### src/rtl/iob_acc_seq_pkg.sv
// rtl/iob_acc_seq_pkg.sv - shared widths and FSM state encodings for the loop sequencer
package iob_acc_seq_pkg;

    localparam int SEQ_DATA_W = 21;
    localparam int SEQ_CNT_W  = 16;

    typedef logic [1:0] seq_state_t;

    localparam seq_state_t ST_IDLE = 2'd0;
    localparam seq_state_t ST_RUN  = 2'd1;
    localparam seq_state_t ST_DONE = 2'd2;

endpackage

### src/rtl/iob_acc_seq_if.sv
// rtl/iob_acc_seq_if.sv - config, address handshake, status and accumulator-control bundle
interface iob_acc_seq_if
    import iob_acc_seq_pkg::*;
#(
    parameter int DATA_W = SEQ_DATA_W,
    parameter int CNT_W  = SEQ_CNT_W
);
    logic              start;
    logic [DATA_W-1:0] start_val;
    logic [DATA_W-1:0] stride;
    logic [DATA_W-1:0] shift;
    logic [CNT_W-1:0]  iter;
    logic [CNT_W-1:0]  per;
    logic              ready;
    logic              valid;
    logic              last;
    logic              busy;
    logic              done;
    logic              acc_en;
    logic              acc_ld;
    logic [DATA_W-1:0] acc_ld_val;
    logic [DATA_W-1:0] acc_incr;

    modport master (
        input  start, start_val, stride, shift, iter, per, ready,
        output valid, last, busy, done, acc_en, acc_ld, acc_ld_val, acc_incr
    );

    modport slave (
        output start, start_val, stride, shift, iter, per, ready,
        input  valid, last, busy, done, acc_en, acc_ld, acc_ld_val, acc_incr
    );

endinterface

### src/rtl/iob_acc_seq_cnt.sv
// rtl/iob_acc_seq_cnt.sv - nested inner/outer loop counter with row-end and last flags
module iob_acc_seq_cnt
    import iob_acc_seq_pkg::*;
#(
    parameter int CNT_W = SEQ_CNT_W
) (
    input  logic             clk_i,
    input  logic             cke_i,
    input  logic             rst_i,
    input  logic             clr_i,
    input  logic             step_i,
    input  logic [CNT_W-1:0] iter_i,
    input  logic [CNT_W-1:0] per_i,
    output logic             row_end_o,
    output logic             last_o
);

    logic [CNT_W-1:0] j_q;
    logic [CNT_W-1:0] i_q;

    // iter_i/per_i are latched nonzero whenever step_i can fire, so the -1 never underflows in use
    assign row_end_o = (j_q == (iter_i - 1'b1));
    assign last_o    = row_end_o && (i_q == (per_i - 1'b1));

    // j walks the row; at row end it wraps and i advances to the next row
    always_ff @(posedge clk_i) begin
        if (rst_i) begin
            j_q <= '0;
            i_q <= '0;
        end else if (cke_i) begin
            if (clr_i) begin
                j_q <= '0;
                i_q <= '0;
            end else if (step_i) begin
                if (row_end_o) begin
                    j_q <= '0;
                    i_q <= i_q + 1'b1;
                end else begin
                    j_q <= j_q + 1'b1;
                end
            end
        end
    end

endmodule

### src/rtl/iob_acc_seq.sv
// rtl/iob_acc_seq.sv - two-level loop sequencer driving an external load/increment accumulator
module iob_acc_seq
    import iob_acc_seq_pkg::*;
#(
    parameter int DATA_W = SEQ_DATA_W,
    parameter int CNT_W  = SEQ_CNT_W
) (
    input  logic         clk_i,
    input  logic         cke_i,
    input  logic         rst_i,
    iob_acc_seq_if.master bus
);

    seq_state_t        state_q;
    seq_state_t        state_d;
    logic [DATA_W-1:0] stride_q;
    logic [DATA_W-1:0] shift_q;
    logic [DATA_W-1:0] row_base_q;
    logic [CNT_W-1:0]  iter_q;
    logic [CNT_W-1:0]  per_q;
    logic [DATA_W-1:0] next_row;
    logic              cfg_ok;
    logic              accept;
    logic              beat;
    logic              row_end;
    logic              seq_last;
    logic              acc_en;
    logic              acc_ld;
    logic [DATA_W-1:0] acc_ld_val;

    assign cfg_ok   = (bus.iter != '0) && (bus.per != '0);
    assign accept   = (state_q == ST_IDLE) && bus.start;
    assign beat     = (state_q == ST_RUN) && bus.ready;
    assign next_row = row_base_q + shift_q;

    iob_acc_seq_cnt #(
        .CNT_W (CNT_W)
    ) u_cnt (
        .clk_i     (clk_i),
        .cke_i     (cke_i),
        .rst_i     (rst_i),
        .clr_i     (accept),
        .step_i    (beat),
        .iter_i    (iter_q),
        .per_i     (per_q),
        .row_end_o (row_end),
        .last_o    (seq_last)
    );

    // Next state plus the Mealy accumulator controls; the address lands one cycle after acc_en
    always_comb begin
        state_d    = state_q;
        acc_en     = 1'b0;
        acc_ld     = 1'b0;
        acc_ld_val = '0;
        case (state_q)
            ST_IDLE: begin
                if (bus.start) begin
                    if (cfg_ok) begin
                        acc_en     = 1'b1;
                        acc_ld     = 1'b1;
                        acc_ld_val = bus.start_val;
                        state_d    = ST_RUN;
                    end else begin
                        state_d    = ST_DONE;
                    end
                end
            end
            ST_RUN: begin
                if (bus.ready) begin
                    if (seq_last) begin
                        state_d = ST_DONE;
                    end else if (row_end) begin
                        acc_en     = 1'b1;
                        acc_ld     = 1'b1;
                        acc_ld_val = next_row;
                    end else begin
                        acc_en = 1'b1;
                    end
                end
            end
            ST_DONE: state_d = ST_IDLE;
            default: state_d = ST_IDLE;
        endcase
        if (!cke_i) begin
            acc_en     = 1'b0;
            acc_ld     = 1'b0;
            acc_ld_val = '0;
        end
    end

    // FSM state register
    always_ff @(posedge clk_i) begin
        if (rst_i) begin
            state_q <= ST_IDLE;
        end else if (cke_i) begin
            state_q <= state_d;
        end
    end

    // Loop config is captured only on an accepted start; row base moves on every row-end beat
    always_ff @(posedge clk_i) begin
        if (rst_i) begin
            stride_q   <= '0;
            shift_q    <= '0;
            iter_q     <= '0;
            per_q      <= '0;
            row_base_q <= '0;
        end else if (cke_i) begin
            if (accept && cfg_ok) begin
                stride_q   <= bus.stride;
                shift_q    <= bus.shift;
                iter_q     <= bus.iter;
                per_q      <= bus.per;
                row_base_q <= bus.start_val;
            end else if (beat && row_end && !seq_last) begin
                row_base_q <= next_row;
            end
        end
    end

    assign bus.valid      = (state_q == ST_RUN);
    assign bus.last       = (state_q == ST_RUN) && seq_last;
    assign bus.busy       = (state_q != ST_IDLE);
    assign bus.done       = (state_q == ST_DONE);
    assign bus.acc_en     = acc_en;
    assign bus.acc_ld     = acc_ld;
    assign bus.acc_ld_val = acc_ld_val;
    assign bus.acc_incr   = stride_q;

endmodule
### src/flat_wrapper.sv
// flat-port wrapper written by rule: the top's interface ports become plain ports
module iob_acc_seq_flat import iob_acc_seq_pkg::*;
#(
    parameter int DATA_W = SEQ_DATA_W,
    parameter int CNT_W  = SEQ_CNT_W
)
  (clk_i, cke_i, rst_i, bus_start, bus_start_val, bus_stride, bus_shift, bus_iter, bus_per, bus_ready, bus_valid, bus_last, bus_busy, bus_done, bus_acc_en, bus_acc_ld, bus_acc_ld_val, bus_acc_incr);
  iob_acc_seq_if #(.DATA_W(DATA_W), .CNT_W(CNT_W)) bus_i ();
  input  logic clk_i;
  input  logic cke_i;
  input  logic rst_i;
  input wire logic [$bits(bus_i.start)-1:0] bus_start;
  input wire logic [$bits(bus_i.start_val)-1:0] bus_start_val;
  input wire logic [$bits(bus_i.stride)-1:0] bus_stride;
  input wire logic [$bits(bus_i.shift)-1:0] bus_shift;
  input wire logic [$bits(bus_i.iter)-1:0] bus_iter;
  input wire logic [$bits(bus_i.per)-1:0] bus_per;
  input wire logic [$bits(bus_i.ready)-1:0] bus_ready;
  output wire logic [$bits(bus_i.valid)-1:0] bus_valid;
  output wire logic [$bits(bus_i.last)-1:0] bus_last;
  output wire logic [$bits(bus_i.busy)-1:0] bus_busy;
  output wire logic [$bits(bus_i.done)-1:0] bus_done;
  output wire logic [$bits(bus_i.acc_en)-1:0] bus_acc_en;
  output wire logic [$bits(bus_i.acc_ld)-1:0] bus_acc_ld;
  output wire logic [$bits(bus_i.acc_ld_val)-1:0] bus_acc_ld_val;
  output wire logic [$bits(bus_i.acc_incr)-1:0] bus_acc_incr;
  assign bus_i.start = bus_start;
  assign bus_i.start_val = bus_start_val;
  assign bus_i.stride = bus_stride;
  assign bus_i.shift = bus_shift;
  assign bus_i.iter = bus_iter;
  assign bus_i.per = bus_per;
  assign bus_i.ready = bus_ready;
  assign bus_valid = bus_i.valid;
  assign bus_last = bus_i.last;
  assign bus_busy = bus_i.busy;
  assign bus_done = bus_i.done;
  assign bus_acc_en = bus_i.acc_en;
  assign bus_acc_ld = bus_i.acc_ld;
  assign bus_acc_ld_val = bus_i.acc_ld_val;
  assign bus_acc_incr = bus_i.acc_incr;
  iob_acc_seq #(.DATA_W(DATA_W), .CNT_W(CNT_W)) u_core (.clk_i(clk_i), .cke_i(cke_i), .rst_i(rst_i), .bus(bus_i));
endmodule
### config.mk
export PLATFORM = sky130hd
export DESIGN_NAME = iob_acc_seq_flat
export DESIGN_NICKNAME = d
export VERILOG_FILES = /design/src/rtl/iob_acc_seq_pkg.sv /design/src/rtl/iob_acc_seq_if.sv /design/src/rtl/iob_acc_seq_cnt.sv /design/src/rtl/iob_acc_seq.sv /design/src/flat_wrapper.sv
export SDC_FILE = /design/constraint.sdc
export NUM_CORES = 1
export LEC_CHECK = 0
export BUFFER_PORTS_ARGS = -buffer_cell sky130_fd_sc_hd__buf_4
export CAP_MARGIN = 20
export CORE_ASPECT_RATIO = 2
export CORE_UTILIZATION = 56
export CTS_CLUSTER_DIAMETER = 150
export DETAILED_ROUTE_END_ITERATION = 10
export PLACE_DENSITY_LB_ADDON = 0.12
export SYNTH_ARGS = -nofsm -noshare
export SYNTH_HDL_FRONTEND = slang
export SYNTH_SLANG_ARGS = --single-unit
### constraint.sdc
create_clock -name clk_i -period 4.45 [get_ports clk_i]
set_input_delay 0.6675 -clock clk_i [delete_from_list [all_inputs] [get_ports clk_i]]
set_output_delay 0.6675 -clock clk_i [all_outputs]
set_load 0.01 [all_outputs]
# == Word-level counts from Yosys, hierarchy flattened ==
# Cells that the tools add are included.
# word_totals
ff_bits,129
word_cells,72
# classes
add_sub_neg,5
n_eq_ne,7
muxes,31
reduce_logical,21
# op_table
operator,n
2-to-1 mux 21 bit,8
2-to-1 mux 16 bit,6
case mux 21 bit (2 select lines),1
"adder 16 x 1 -> 16 bit, second input constant",2
== test 16 bit,2
nonzero test 16 bit,2
"subtractor 16 x 1 -> 16 bit, second input constant",2
adder 21 bit,1
2-to-1 mux 1 bit,9
logical AND 1 bit,8
2-to-1 mux 2 bit,4
nonzero test 2 bit,4
AND reduction 2 bit,3
"!= test 2 bit, second input constant",2
case mux 1 bit (2 select lines),2
case mux 2 bit (2 select lines),1
AND reduction 4 bit,1
AND reduction 3 bit,1
"== test 2 x 1 -> 1 bit, second input constant",1
"== test 2 bit, second input constant",1
logical NOT 2 bit,1
"!= test 2 x 1 -> 1 bit, second input constant",1
logical NOT 1 bit,1

# == Longest topological paths before layout ==
# Gate-level depths: netlist of the first run.
# depth
ltp_word,7
ltp_mapped,14
ltp_nobuf,12

# == By module ==
# Synthesis of the first run repeated with hierarchy kept, for this count alone.
# hier_totals
cells_unflattened,985
hier_area_um2,7558.5
# modules_own_cells
module,instances,cells_each,area_each_um2
iob_acc_seq,1,660,5041.1
iob_acc_seq_cnt,1,325,2517.4

# == Least setup slack after synthesis of the first run ==
# Ideal clock, no wire load.
# synth_timing
path_kind,reg2out
from,register u_core.per_q[0]
to,output port bus_acc_ld_val[11]
t_arrival_ns,2.871
t_required_ns,3.783
setup_slack_ns,0.912
stages_incl_launch_ff,13
cell_sequence,dfxtp_1 > inv_1 > ha_1 > or4b_4 > xor2_1 > a41oi_1 > a31oi_1 > and2_4 > and2_4 > or4_1 > buf_2 > buf_6 > o21ai_0
# synth_via
elab_chain_cells,7
# synth_lines
item,line,text
from (decl),iob_acc_seq.sv:20,logic [CNT_W-1:0] per_q;
from (signal assigned),iob_acc_seq.sv:114,per_q <= bus.per;
subtractor 16 x 1 -> 16 bit,iob_acc_seq_cnt.sv:23,assign last_o = row_end_o && (i_q == (per_i - 1'b1));
== test 16 bit,iob_acc_seq_cnt.sv:23,
logical AND 1 bit,iob_acc_seq_cnt.sv:23,
2-to-1 mux 21 bit,iob_acc_seq.sv:71,if (seq_last) begin
2-to-1 mux 21 bit,iob_acc_seq.sv:70,if (bus.ready) begin
case mux 21 bit (2 select lines),iob_acc_seq.sv:56,case (state_q)
2-to-1 mux 21 bit,iob_acc_seq.sv:85,if (!cke_i) begin
to (decl),flat_wrapper.sv:25,output wire logic [$bits(bus_i.acc_ld_val)-1:0] bus_acc_ld_val;
# No other way between the ends.

# == Worst setup path after layout of the first run ==
# layout_timing
from,register u_core.row_base_q[1]
to,output port bus_acc_ld_val[17]
# layout_via
elab_chain_cells,6
# layout_lines
item,line,text
from (decl),iob_acc_seq.sv:18,logic [DATA_W-1:0] row_base_q;
from (signal assigned),iob_acc_seq.sv:115,row_base_q <= bus.start_val;
from (signal assigned),iob_acc_seq.sv:117,row_base_q <= next_row;
adder 21 bit,iob_acc_seq.sv:34,assign next_row = row_base_q + shift_q;
2-to-1 mux 21 bit,iob_acc_seq.sv:73,end else if (row_end) begin
2-to-1 mux 21 bit,iob_acc_seq.sv:71,
2-to-1 mux 21 bit,iob_acc_seq.sv:70,
case mux 21 bit (2 select lines),iob_acc_seq.sv:56,
2-to-1 mux 21 bit,iob_acc_seq.sv:85,
# No other way between the ends.

==> results.md, run 1 <==
* Outcome: complete, no violations
* Antenna-violating nets left at 0
* Tmin final at ~4.2 ns
* RSZ-0062 raised after global routing: false
* Synth area leader: dfxtp_1
* IR drop worst, VDD at just under 400 uV
* Yosys cell types at between 70 and 80
* Syn Inst Count at 950
* Critical Path RT at 3.78 ns
* Layout area overhead at 24.2%
* Hold wc startpoint: u_core.bus.acc_incr[17]
* Worst min path class: flip-flop to flip-flop
* Final setup viols at 0
* First-pass GRT wire length at roughly 33 mm
* Seq cells post-synth at 129
* Worst-path fanout max at 3
* Final hold slack at 0.453 ns
* TritonCTS buffer count at 17
* CP Class: flip-flop to output port
* Fin. Hold Viols at 0
* Via Count at 7286
* Routed WL at just over 20 mm
* CTS tree: yes
* Mux share of post-synthesis cell area at less than 1%
* Slew at the pin closest to its max-slew limit at approximately 0.84 ns
* Layout Nets at roughly 1200
* Finished Layout Cells at approximately 1200
* Worst Reg-to-Reg Cells at 13
* Clk buf depth at 2
* Rel. slew slack at a little over two fifths
* Post-synthesis average cell area at 7.77 um2
* Root buffer cell: clkbuf_16
* Post-DP HPWL at around 15 mm
* Port bufs at about 150
* Synth warn at 0
* CTS sink count at approximately 130
* Post-synthesis sequential area ratio at a little over a third
* Worst Setup Slack, final at a little under 0.3 ns
* Design Area, Final at 0.00917 mm2
* Async SR Flop Fraction at 0%
* RR Startpoint: u_core.iter_q[0]
* Synth Net Count at roughly 1100
* End of the critical path: bus_acc_ld_val[17]
* Fin. max-slew vios at 0
* Worst Path Arrival at 3.49 ns
* Die X at 83.2 um
* Crit share post-route at about 93%
* Simple-gate share of the synthesized area at approximately 27%
* Pwr per Cell Area at ~340 mW/mm2
* Top Ports at between 100 and 150
* Adder-Cell Fraction of Synth Area at ~4.3%
* Gr usage total at 30.5%
* # rows at roughly 60
* DRC viols at 0
* Initial Util at a little under three fifths
* Xor/xnor cell area share of the yosys netlist at 9.13%
* Clock Latency Late Sink at 0.42 ns
* Initial antenna violation count at 0
* Clock Skews at ~0.0097 ns
* Post-CTS Hold Buffers at 0
* Placed Instances at between 1000 and 1500
* Max-cap violations at 0
* Internal reg-to-reg setup slack at between 0.7 and 0.8 ns
* Yosys top cell area share at 35.0%
* GPL Wtd Cong at 0.888
* Leakage power at roughly 3.7 nW
* DRT Pass-1 Iters at 5
* Post-synth EDFFs at 0
* WL/cell at 16.5 um
* Post-DR vias/cell at between 5 and 6
* Cell Area, Synth at 0.00738 mm2
* Synth Area in Compound Gates at around a fifth
* Number of global-route vias before repair at roughly 7200
* CP startpoint kind: flip-flop
* Largest cells by area after synthesis: dfxtp_1, nand2_1, a21oi_1
* Setup_tns at 0 ns
* Largest net degree at the start of global routing at 54
* Top FF cell, synth: dfxtp_1
* Share of cells above drive strength 1 at 19.9%
* Pre-CTS WS at 0.482 ns
* DIE AREA at around 0.014 mm2
* GRT overflow at 0
* Starting DRT DRC Count at around 350
* Core Region at around 0.013 mm2
* Worst Setup End Kind: output port
* Clk pin slew, worst setup/hold paths at ~0.06 ns
* Critical Path Start: u_core.row_base_q[1]
* H-tree levels at 4
* FMAX at roughly 0.24 GHz
* Layout Utilization at a little under three quarters
* Largest family of logic cells by synthesized area: simple AND/OR/NAND/NOR gates
* Worst r2r dst: u_core.u_cnt.j_q[2]
* # diodes at 0
* Overall power at 3.16 mW
* Cell area after placement at between 0.008 and 0.009 mm2
* Die extent in y at 164 um
area by class of cell:
class,instances,area (um2)
flip-flops and latches,129,2580
multi-input cells,752,4530
clock inverters,12,133
clock buffers,20,467
fillers,1101,3750
repair buffers,156,1180
inverters,21,78.8
well taps,152,190
registers in the layout, indices dropped and copies added (netlist names):
| name | cells |
|---|---|
| u_core.bus.acc_incr | 21 |
| u_core.iter_q | 16 |
| u_core.per_q | 16 |
| u_core.row_base_q | 21 |
| u_core.shift_q | 21 |
| u_core.state_q | 2 |
| u_core.u_cnt.i_q | 16 |
| u_core.u_cnt.j_q | 16 |
routing by layer:
layer,global-route usage (%),part of all wire [%],vias to the layer above
met3,6.80,4.9,74
met5,0,0,-
li1,-,-,3598
met1,30.7,37,3383
met4,18.4,4.8,0
met2,56.9,54,231
logic make-up after synthesis:
logic type / after synthesis
xor gates and xnor gates: 77
adders and majority gates: 25
AOI/OAI and AO/OA: 229
DFF: 129
buffers and inverters: 69
muxes: 5
and+or+nand+nor: 416
power by group:
| group | leakage, nW | internal, mW | total, mW | switching (mW) |
|---|---|---|---|---|
| Combinational | 2.39 | 0.231 | 0.509 | 0.278 |
| Sequential | 1.05 | 1.20 | 1.24 | 0.0442 |
| Clock | 0.288 | 0.869 | 1.40 | 0.535 |
| Total | 3.73 | 2.30 | 3.16 | 0.857 |
Yosys cell counts (4+ instances only):
library cell and instances:
nand2_1 214, dfxtp_1 129, a21oi_1 105, nor2_1 57
xnor2_1 50, clkbuf_1 41, xor2_1 27, ha_1 24
o21ai_0 23, inv_1 19, nand3_1 19, nand4_1 18
and3_1 14, nor3_1 14, nor4_1 14, a22o_1 12
nand2b_1 9, o211ai_1 9, a21o_1 8, nor2b_1 8
a31oi_1 7, and2_1 7, o21bai_1 7, or4_1 7
o21ai_1 6, a211oi_1 5, mux2i_1 5, o21a_1 5
buf_2 4, nand3b_1 4, o2111ai_1 4, or3_1 4
critical path, stage by stage (launching register included):
cell and delay (ns):
dfxtp_1 0.34, ha_1 0.32, a211oi_1 0.32, o21ai_0 0.21
a41oi_1 0.45, o211ai_1 0.13, a31oi_1 0.33, o21bai_1 0.11
a21oi_1 0.22, xor2_1 0.32, o21ai_0 0.14, buf_4 0.16
how the worst min path moves through the flow:
stage          cells after the start  slack, ns                 endpoint
2_1_floorplan                      2       0.44        u_core.shift_q[0]
3_3_place_gp                       2       0.44  u_core.bus.acc_incr[14]
3_5_place_dp                       2       0.45  u_core.bus.acc_incr[13]
4_1_cts                            2       0.46   u_core.bus.acc_incr[4]
5_1_grt                            3       0.47    u_core.row_base_q[14]
6_report                           2       0.45  u_core.bus.acc_incr[17]
layout by cell type, fill, tap and decap left out, types with 8 or more instances in the layout:
| master | n |
|---|---|
| nor3_1 | 14 |
| clkbuf_16 | 17 |
| xnor2_1 | 50 |
| a22o_1 | 12 |
| nand3_1 | 19 |
| o21ai_0 | 23 |
| buf_4 | 155 |
| a21oi_1 | 105 |
| nor2_1 | 57 |
| nor2b_1 | 8 |
| nand2b_1 | 9 |
| dfxtp_1 | 129 |
| nand2_1 | 213 |
| a21o_1 | 8 |
| and3_1 | 13 |
| o211ai_1 | 9 |
| xor2_1 | 27 |
| nor4_1 | 14 |
| ha_1 | 24 |
| nand4_1 | 18 |
| inv_1 | 19 |
what timing repair did:
item,in CTS,in global routing
pin swaps,0,0
buffers inserted,0,2
gates resized for setup,1,1
setup endpoints to repair,15,2
Note: power is estimated with default switching activity, not from simulation.
==> run 2: changes to the inputs <==
PLACE_DENSITY = 0.81   (was unset)
PLACE_DENSITY_LB_ADDON = unset   (was 0.12)
RECOVER_POWER = 100   (was unset)
SLEW_MARGIN = 20   (was unset)
==> results.md, run 2 (synthesis gave the netlist of run 1 again) <==
* Multi-input gate area at 0.00448 mm2
* CP bufs+invs at 3
* Worst r2r dst: u_core.u_cnt.j_q[2]
* DRC viols at 0
* Hold path cells at 2
* CP Class: flip-flop to output port
* CP startpoint kind: flip-flop
* Tmin final at 4.25 ns
* Post-DP HPWL at approximately 15 mm
* # diodes at 0
* Initial antenna violation count at 0
* Crit share post-route at between 90% and 100%
* Worst hold endpoint: u_core.bus.acc_incr[12]
* IR drop worst, VDD at around 310 uV
* Fin. max-slew vios at 40
* TritonCTS buffer count at 17
* Final setup viols at 0
* Post-CTS Hold Buffers at 0
* Share of cells above drive strength 1 at about 15%
* Largest net degree at the start of global routing at 84
* Layout Nets at 1204
* Clock Latency Late Sink at around 0.43 ns
* Max-cap violations at 1
* CTS tree: yes
* Register area at between 0.002 and 0.003 mm2
* Layout area overhead at 21.3%
* Post-DR vias/cell at just under 6
* Die X at 83.2 um
* Failing checks: max-capacitance violations, max-slew violations
* CP dominant cell by count: buf_4
* Root buffer cell: clkbuf_16
* Rel. slew slack at -23.1%
* DIE AREA at around 0.014 mm2
* CTS sink count at roughly 130
* Leakage power at 3.55 nW
* Overall power at 3.15 mW
* Setup_tns at 0 ns
* Clk buf depth at 2
* Delay-heaviest family, CP: simple AND/OR/NAND/NOR gates
* Starting DRT DRC Count at 452
* Clk pin slew, worst setup/hold paths at roughly 0.070 ns
* Worst Setup End Kind: output port
* FMAX at between 0.2 and 0.25 GHz
* Outcome: complete, but fails checks
* Port bufs at 147
* H-tree levels at 4
* Largest stage delay on the critical path at roughly 0.57 ns
* Via Count at ~7300
* Slew at the pin closest to its max-slew limit at around 1.8 ns
* Critical Path RT at between 3 and 4 ns
* CP max-delay cell: or4_4
* Routed WL at 20.8 mm
* Initial Util at between 50 and 60%
* GRT overflow at 0
* Top Ports at between 100 and 150
* GPL Wtd Cong at approximately 0.88
* Commonest cells after routing, fill and taps aside: nand2_1, dfxtp_1, buf_4
* Layout Utilization at between 60 and 70%
* Number of global-route vias before repair at slightly below 7000
* Worst Reg-to-Reg Cells at 12
* Hold wc startpoint: u_core.bus.acc_incr[12]
* Gr usage total at a little under 30%
* Fillers at between 1000 and 1500
* DRT Pass-1 Iters at 7
* Core Region at about 0.013 mm2
* Antenna-violating nets left at 0
* Clock Skews at ~0.014 ns
* WL/cell at about 17 um
* Pwr per Cell Area at 352 mW/mm2
* Worst-path fanout max at 16
* # rows at between 50 and 60
* RR Startpoint: u_core.iter_q[0]
* Internal reg-to-reg setup slack at ~0.32 ns
* Commonest non-fill, non-tap cell in the layout: nand2_1
* Fin. Hold Viols at 0
* Die extent in y at roughly 160 um
* Worst min path class: flip-flop to flip-flop
* CP Cell Sequence: inv_1 > ha_1 > nor4b_1 > buf_4 > xnor2_1 > nor4_1 > o2111ai_1 > and2b_1 > nand4_1 > or4_4 > o21ai_0 > buf_4
* Worst Path Arrival at between 3 and 4 ns
* First-pass GRT wire length at 32.7 mm
* RSZ-0062 raised after global routing: false
-- run 2: where the power goes --
part | switching, mW | leakage (nW) | internal [mW]
clock | 0.577 | 0.287 | 0.840
combinational | 0.279 | 2.21 | 0.211
sequential | 0.0427 | 1.05 | 1.20
-- run 2: worst max path at each step --
stage                              start                 end  slack, ns  depth (start not counted)
floorplan                u_core.per_q[0]  bus_acc_ld_val[11]       0.91                         12
global placement         u_core.per_q[0]   bus_acc_ld_val[5]       0.56                         11
detailed placement       u_core.per_q[0]   bus_acc_ld_val[4]       0.46                         11
CTS                 u_core.row_base_q[0]  bus_acc_ld_val[20]       0.18                         13
global route            u_core.iter_q[0]          bus_acc_ld       0.02                         12
finish                  u_core.iter_q[0]   bus_acc_ld_val[5]       0.20                         12
-- run 2: worst register-to-register path, cell delays in order, from the launching register on --
cell and delay [ns]:
dfxtp_1 0.35, inv_1 0.07, ha_1 0.29, nor4b_1 0.29, buf_4 0.22, nand3_1 0.10, and4_1 0.20, or3_1 0.39
nand3b_1 0.22, nor2_1 0.18, o21ai_1 0.85, nand2_1 0.64, nor2_1 0.25
-- run 2: repair_timing --
| item | CTS | global route |
|---|---|---|
| setup buffers | 0 | 1 |
| gates resized for setup | 1 | 2 |
| endpoints found under the hold margin | 0 | 0 |
| setup endpoints to repair | 1 | 2 |
| gates cloned | 0 | 0 |
-- run 2: final cells by class --
type	count	area share, %
multi-input combinational	752	50.0
inverter	21	0.880
timing repair buffer	158	11.5
clock buffer	17	4.75
tap	152	2.12
clock inverter	15	1.87
sequential	129	28.8
-- run 2: metrics by stage --
stage	hold slack [ns]	setup WS [ns]	instances	area (um2)
2_1_floorplan	0.440	0.912	950	7380
3_3_place_gp	0.443	0.558	1211	8570
3_5_place_dp	0.447	0.463	1211	8570
4_1_cts	0.455	0.185	1243	9170
5_1_grt	0.470	0.0249	1244	8960
6_report	0.453	0.196	1244	8960
-- run 2: per-layer routing --
metal / vias up / wire length (um) / track usage, %
met1: 3438 / 7820 / 31.1
li1: 3596 / - / -
met5: - / 0 / 0
met2: 222 / 11200 / 56.0
met3: 64 / 928 / 5.75
met4: 0 / 832 / 15.4
